### config.mk
export PLATFORM = sky130hd
export DESIGN_NAME = axi_lite_master_bridge
export DESIGN_NICKNAME = d
export VERILOG_FILES = /design/src/rtl/axi_lite_master_bridge.sv
export SDC_FILE = /design/constraint.sdc
export NUM_CORES = 1
export LEC_CHECK = 0
export ABC_AREA = 1
export CORE_MARGIN = 1
export CORE_UTILIZATION = 40
export DETAILED_ROUTE_END_ITERATION = 10
export DONT_BUFFER_PORTS = 1
export GPL_TIMING_DRIVEN = 0
export HOLD_SLACK_MARGIN = 0.05
export PLACE_DENSITY = 0.65
export SLEW_MARGIN = 20
export SYNTH_ARGS = -nofsm -noshare
export SYNTH_HDL_FRONTEND = slang
export SYNTH_SLANG_ARGS = --single-unit
### constraint.sdc
create_clock -name clk -period 6 [get_ports clk]
set_input_delay 1.5 -clock clk [delete_from_list [all_inputs] [get_ports clk]]
set_output_delay 1.5 -clock clk [all_outputs]
set_load 0.01 [all_outputs]
### src/rtl/axi_lite_master_bridge.sv
// rtl/axi_lite_master_bridge.sv - single-outstanding AXI4-Lite master bridge with response timeout
module axi_lite_master_bridge #(
   parameter int         ADDR_W  = 32,
   parameter int         DATA_W  = 32,
   parameter logic [2:0] PROT    = 3'b000,
   parameter int         TIMEOUT = 255
) (
   input  logic                clk,
   input  logic                rst,
   input  logic                req_valid,
   output logic                req_ready,
   input  logic                req_we,
   input  logic [ADDR_W-1:0]   req_addr,
   input  logic [DATA_W-1:0]   req_wdata,
   input  logic [DATA_W/8-1:0] req_wstrb,
   output logic                resp_valid,
   output logic [DATA_W-1:0]   resp_rdata,
   output logic                resp_err,
   output logic [ADDR_W-1:0]   axi_araddr,
   output logic                axi_arvalid,
   output logic [2:0]          axi_arprot,
   input  logic                axi_arready,
   input  logic [DATA_W-1:0]   axi_rdata,
   input  logic [1:0]          axi_rresp,
   input  logic                axi_rvalid,
   output logic                axi_rready,
   output logic [ADDR_W-1:0]   axi_awaddr,
   output logic                axi_awvalid,
   output logic [2:0]          axi_awprot,
   input  logic                axi_awready,
   output logic [DATA_W-1:0]   axi_wdata,
   output logic [DATA_W/8-1:0] axi_wstrb,
   output logic                axi_wvalid,
   input  logic                axi_wready,
   input  logic [1:0]          axi_bresp,
   input  logic                axi_bvalid,
   output logic                axi_bready,
   output logic [2:0]          debug_state
);
   localparam int STRB_W  = DATA_W / 8;
   localparam int CNT_W   = (TIMEOUT < 1) ? 1 : $clog2(TIMEOUT + 1);
   localparam int TO_LAST = (TIMEOUT > 0) ? TIMEOUT - 1 : 0;

   typedef enum logic [2:0] {
      IDLE   = 3'd0,
      WR     = 3'd1,
      WAIT_B = 3'd2,
      RD_A   = 3'd3,
      WAIT_R = 3'd4,
      DRAIN  = 3'd5
   } state_t;

   state_t              state, state_n;
   logic [CNT_W-1:0]    cnt;
   logic [ADDR_W-1:0]   addr_q, addr_n;
   logic [DATA_W-1:0]   wdata_n, resp_rdata_n;
   logic [STRB_W-1:0]   wstrb_n;
   logic                ar_valid_n, aw_valid_n, w_valid_n, b_ready_n, r_ready_n;
   logic                resp_valid_n, resp_err_n;
   logic                accept, busy, beat, timeout_hit;
   logic                ar_left, aw_left, w_left;
   logic                unused_resp;

   assign unused_resp = axi_bresp[0] ^ axi_rresp[0];
   assign req_ready   = (state == IDLE);
   assign debug_state = state;
   assign axi_arprot  = PROT;
   assign axi_awprot  = PROT;
   assign axi_araddr  = addr_q;
   assign axi_awaddr  = addr_q;

   assign accept  = req_valid && req_ready;
   assign busy    = state inside {WR, WAIT_B, RD_A, WAIT_R};
   assign beat    = (axi_bvalid && axi_bready) || (axi_rvalid && axi_rready);
   assign ar_left = axi_arvalid && !axi_arready;
   assign aw_left = axi_awvalid && !axi_awready;
   assign w_left  = axi_wvalid && !axi_wready;
   // A response beat in the final allowed cycle beats the timeout
   assign timeout_hit = (TIMEOUT != 0) && busy && (cnt == CNT_W'(TO_LAST)) && !beat;

   always_ff @(posedge clk or posedge rst) begin
      if (rst) begin
         state       <= IDLE;
         cnt         <= '0;
         addr_q      <= '0;
         axi_wdata   <= '0;
         axi_wstrb   <= '0;
         axi_arvalid <= 1'b0;
         axi_awvalid <= 1'b0;
         axi_wvalid  <= 1'b0;
         axi_bready  <= 1'b0;
         axi_rready  <= 1'b0;
         resp_valid  <= 1'b0;
         resp_err    <= 1'b0;
         resp_rdata  <= '0;
      end else begin
         state       <= state_n;
         addr_q      <= addr_n;
         axi_wdata   <= wdata_n;
         axi_wstrb   <= wstrb_n;
         axi_arvalid <= ar_valid_n;
         axi_awvalid <= aw_valid_n;
         axi_wvalid  <= w_valid_n;
         axi_bready  <= b_ready_n;
         axi_rready  <= r_ready_n;
         resp_valid  <= resp_valid_n;
         resp_err    <= resp_err_n;
         resp_rdata  <= resp_rdata_n;
         if (accept)
            cnt <= '0;
         else if (busy)
            cnt <= cnt + CNT_W'(1);
      end
   end

   always_comb begin
      state_n = state;
      case (state)
         IDLE:   if (accept) state_n = req_we ? WR : RD_A;
         WR:     if (timeout_hit) state_n = DRAIN;
                 else if (!aw_left && !w_left) state_n = WAIT_B;
         WAIT_B: if (beat) state_n = IDLE;
                 else if (timeout_hit) state_n = DRAIN;
         RD_A:   if (timeout_hit) state_n = DRAIN;
                 else if (axi_arready) state_n = WAIT_R;
         WAIT_R: if (beat) state_n = IDLE;
                 else if (timeout_hit) state_n = DRAIN;
         DRAIN:  if (beat) state_n = IDLE;
         default: state_n = IDLE;
      endcase
   end

   always_comb begin
      ar_valid_n   = ar_left;
      aw_valid_n   = aw_left;
      w_valid_n    = w_left;
      b_ready_n    = axi_bready;
      r_ready_n    = axi_rready;
      addr_n       = addr_q;
      wdata_n      = axi_wdata;
      wstrb_n      = axi_wstrb;
      resp_valid_n = 1'b0;
      resp_err_n   = 1'b0;
      resp_rdata_n = '0;
      case (state)
         IDLE: if (accept) begin
            addr_n     = req_addr;
            wdata_n    = req_wdata;
            wstrb_n    = req_wstrb;
            aw_valid_n = req_we;
            w_valid_n  = req_we;
            ar_valid_n = !req_we;
         end
         WR:     if (!timeout_hit && !aw_left && !w_left) b_ready_n = 1'b1;
         WAIT_B: if (beat) begin
            resp_valid_n = 1'b1;
            resp_err_n   = axi_bresp[1];
            b_ready_n    = 1'b0;
         end
         RD_A:   if (!timeout_hit && axi_arready) r_ready_n = 1'b1;
         WAIT_R: if (beat) begin
            resp_valid_n = 1'b1;
            resp_err_n   = axi_rresp[1];
            resp_rdata_n = axi_rdata;
            r_ready_n    = 1'b0;
         end
         DRAIN:  if (beat) begin
            b_ready_n = 1'b0;
            r_ready_n = 1'b0;
         end
         default: begin
            ar_valid_n = 1'b0;
            aw_valid_n = 1'b0;
            w_valid_n  = 1'b0;
            b_ready_n  = 1'b0;
            r_ready_n  = 1'b0;
         end
      endcase
      // Report the error now, but keep pending valids up and accept the late beat in DRAIN
      if (timeout_hit) begin
         resp_valid_n = 1'b1;
         resp_err_n   = 1'b1;
         resp_rdata_n = '0;
         if (state == WR || state == WAIT_B)
            b_ready_n = 1'b1;
         else
            r_ready_n = 1'b1;
      end
   end
endmodule

==> flow_metrics.tcl <==
set metrics [dict create \
    leakage_nw 3.200 \
    area_growth_pct 16.59 \
    worstPathCellList "nor2_4 -> nand2_2 -> inv_4" \
    die_x_um 115.0 \
    antenna_cells 0 \
    avgSynthCellArea_um2 8.569 \
    p_total_mw 3.395 \
    routed-wl-met2_um 6193 \
    drtPass1Iterations 4 \
    portBuffers 0 \
    pre_cts_slack_ns 3.286 \
    final_hold_viol_count 0 \
    place_inst 770 \
    r2r_slack_ns 4.31 \
    antenna_found_initial 0 \
    fmax_ghz 0.3521 \
    fp.dieH_um 115.0 \
    clock-root-buffer "clkbuf_16" \
    dr.first_iter.drc_count 208 \
    fin_nets 736 \
    hpwl_um 9243 \
    end_kind "output port" \
    whs_path_depth 2 \
    crit_slowest_cell "dfrtp_1" \
    routed_wl_um 12320 \
    fin_cells 801 \
    wl_met3_um 1361 \
    final_cell_mix "nand2_1, dfrtp_1, nor2_1" \
    rows 40 \
    layout-drive-gt1-share_pct 15.64 \
    finalCriticalPeriod_ns 2.841 \
    dieArea_um2 13220 \
    worstReg2RegStart "axi_bready" \
    synth_cell_types 31 \
    layout_commonest_cell "nand2_1" \
    maxUsedRoutingLayer "met4" \
    core_area_um2 12210 \
    clk_path_buf_depth 2 \
    hold_path_end "axi_wdata[3]" \
    critical_path.top_delay_family "flip-flops" \
    peakVddDrop_v 0.0002062 \
    critPathMaxStageDelay_ns 0.51 \
    clock_sinks 118 \
    p_per_area_nw_per_um2 570.2 \
    numCtsBuffers 17 \
    arrival_ns 1.34 \
    rsz0062_at_grt "false" \
    setup_viol 0 \
    grt_max_degree 71 \
    ys.flop_type "dfrtp_1" \
    placed_cell_area_um2 5369 \
    cts-htree-levels 4 \
    maxCapViolCount 0 \
    critPathBufInv 1 \
    grt_pass1_wl_um 18800 \
    grt_use_total_pct 18.97 \
    initial_utilization_pct 41.82 \
    layout_worst_path_cycle_share_pct 47.34 \
    gp_congestion 0.8664 \
    drc 0 \
    cts_tree "yes" \
    pin_count 262 \
    grt_pass1_vias 3784 \
    ys_warn_count 0 \
    fin_worst_skew_ns 0.007740 \
    ant_nets 0 \
    setup_tns_ns 0 \
    nFillCells 1215 \
    synthArstFlopShare_pct 100.0 \
    grt_overflow 0 \
    r2r-end "debug_state[0]" \
    vias 3832 \
    ctsHoldBuffers 0 \
    met1_length_um 4634 \
    cts.repair.resized 0 \
    fin_ws_ns 3.160 \
    worstPathMaxFanout 8 \
    startpoint_type "flop" \
    worst_pin_slew_ns 0.6291 \
    ys_ff_latch 118 \
    syn_inst 596 \
    cp.required_ns 4.50 \
    clk-insertion-delay-late_ns 0.40 \
    drv_slew 0 \
    min-delay-start "axi_wdata[3]" \
    via_per_inst 4.784 \
    synth-edff-count 0 \
    hp-class "flop to flop" \
    seq_area_frac_synth_pct 57.81 \
    cts_setup_buffers 0 \
    slew_headroom_pct 58.06 \
    postLayoutCellArea_um2 5954 \
    path_class "flop to output port" \
    worst_r2r_path_depth 8 \
    routedWlPerCell_um 15.38 \
    syn-cell-area_um2 5107 \
    run_status "finished, final reports clean" \
    cts.clk_slew.worst_paths_ns 0.05 \
]
-- state kept, by name (all words and copies together) (netlist names), 3 cells and up --
signal       flops
axi_wstrb        4
axi_wdata       32
debug_state      3
cnt              8
resp_rdata      32
axi_araddr      32
-- synth_stat cells, types with 2 or more instances --
master      n  share of area, %
a21oi_1     2              0.20
buf_2      10              0.98
buf_4      39               5.7
buf_6       4              0.88
clkbuf_1    5              0.37
dfrtp_1   118                58
ha_1        2              0.49
inv_1      24               1.8
inv_2       3              0.22
nand2_1   286                21
nand2_2     3              0.37
nand2_4     2              0.44
nand3_1    23               2.3
nand3_2     2              0.39
nand4_1     5              0.61
nor2_1     45               3.3
nor3_1      2              0.20
o21ai_0     7              0.69
o22ai_1     2              0.24
-- report_power, final --
part,switching [mW],internal [mW],leakage [nW]
logic,0.593,0.382,1.39
clock network,0.336,0.650,0.281
registers,0.370,1.06,1.53
-- worst max path at each step --
stage / startpoint / to / slack (ns) / cells after the start
floorplan: rst / axi_araddr[0] / 1.37 / 1
global placement: rst / axi_araddr[5] / 0.26 / 1
detailed placement: axi_rvalid / debug_state[1] / 3.29 / 8
CTS: debug_state[0] / req_ready / 3.14 / 3
global route: debug_state[0] / req_ready / 3.09 / 3
finish: debug_state[0] / req_ready / 3.16 / 3
-- worst min-delay path, cell delays in order, from the launching register on --
cell and delay, ns:
dfrtp_1 0.39, nand2_1 0.07, nand2_1 0.06
-- area by class of cell --
class                           instances  area [µm²]  area share [%]
Clock inverter                          8       97.59           1.639
Inverter                               28       112.6           1.891
Multi-Input combinational cell        396        1655           27.80
Timing Repair Buffer                    1       27.53          0.4623
Clock buffer                           23       488.0           8.195
Sequential cell                       118        2953           49.59
Buffer                                 59       410.4           6.892
Tap cell                              168       210.2           3.530
-- stage by stage --
| step | utilization, % | hold slack (ns) |
|---|---|---|
| 4_1_cts | 48.76 | 0.5518 |
| 6_report | 48.76 | 0.5497 |
| 5_1_grt | 48.76 | 0.5711 |
| 3_3_place_gp | 43.70 | 0.5390 |
| 2_1_floorplan | - | 0.5127 |
| 3_5_place_dp | 43.97 | 0.5371 |
-- routing by layer --
| layer | vias to the layer above | track usage (%) |
|---|---|---|
| met5 | - | 0 |
| met4 | 0 | 6.234 |
| met3 | 14 | 8.645 |
| met2 | 210 | 33.33 |
| met1 | 1778 | 20.23 |
| li1 | 1830 | - |
-- kinds of logic (layout without fill, tap and decap cells) --
kind of cell	count (synthesis)	in the layout	share of synthesized area, %
AOI/OAI and AO/OA	14	14	1.592
xor gates and xnor gates	1	1	0.1715
adders and majority gates	2	2	0.4899
buffers and inverters	87	119	10.14
DFF	118	118	57.81
muxes	1	1	0.1960
other	1	6	0.07342
and+or+nand+nor	372	372	29.52
Power figures use the tool's default switching activity.
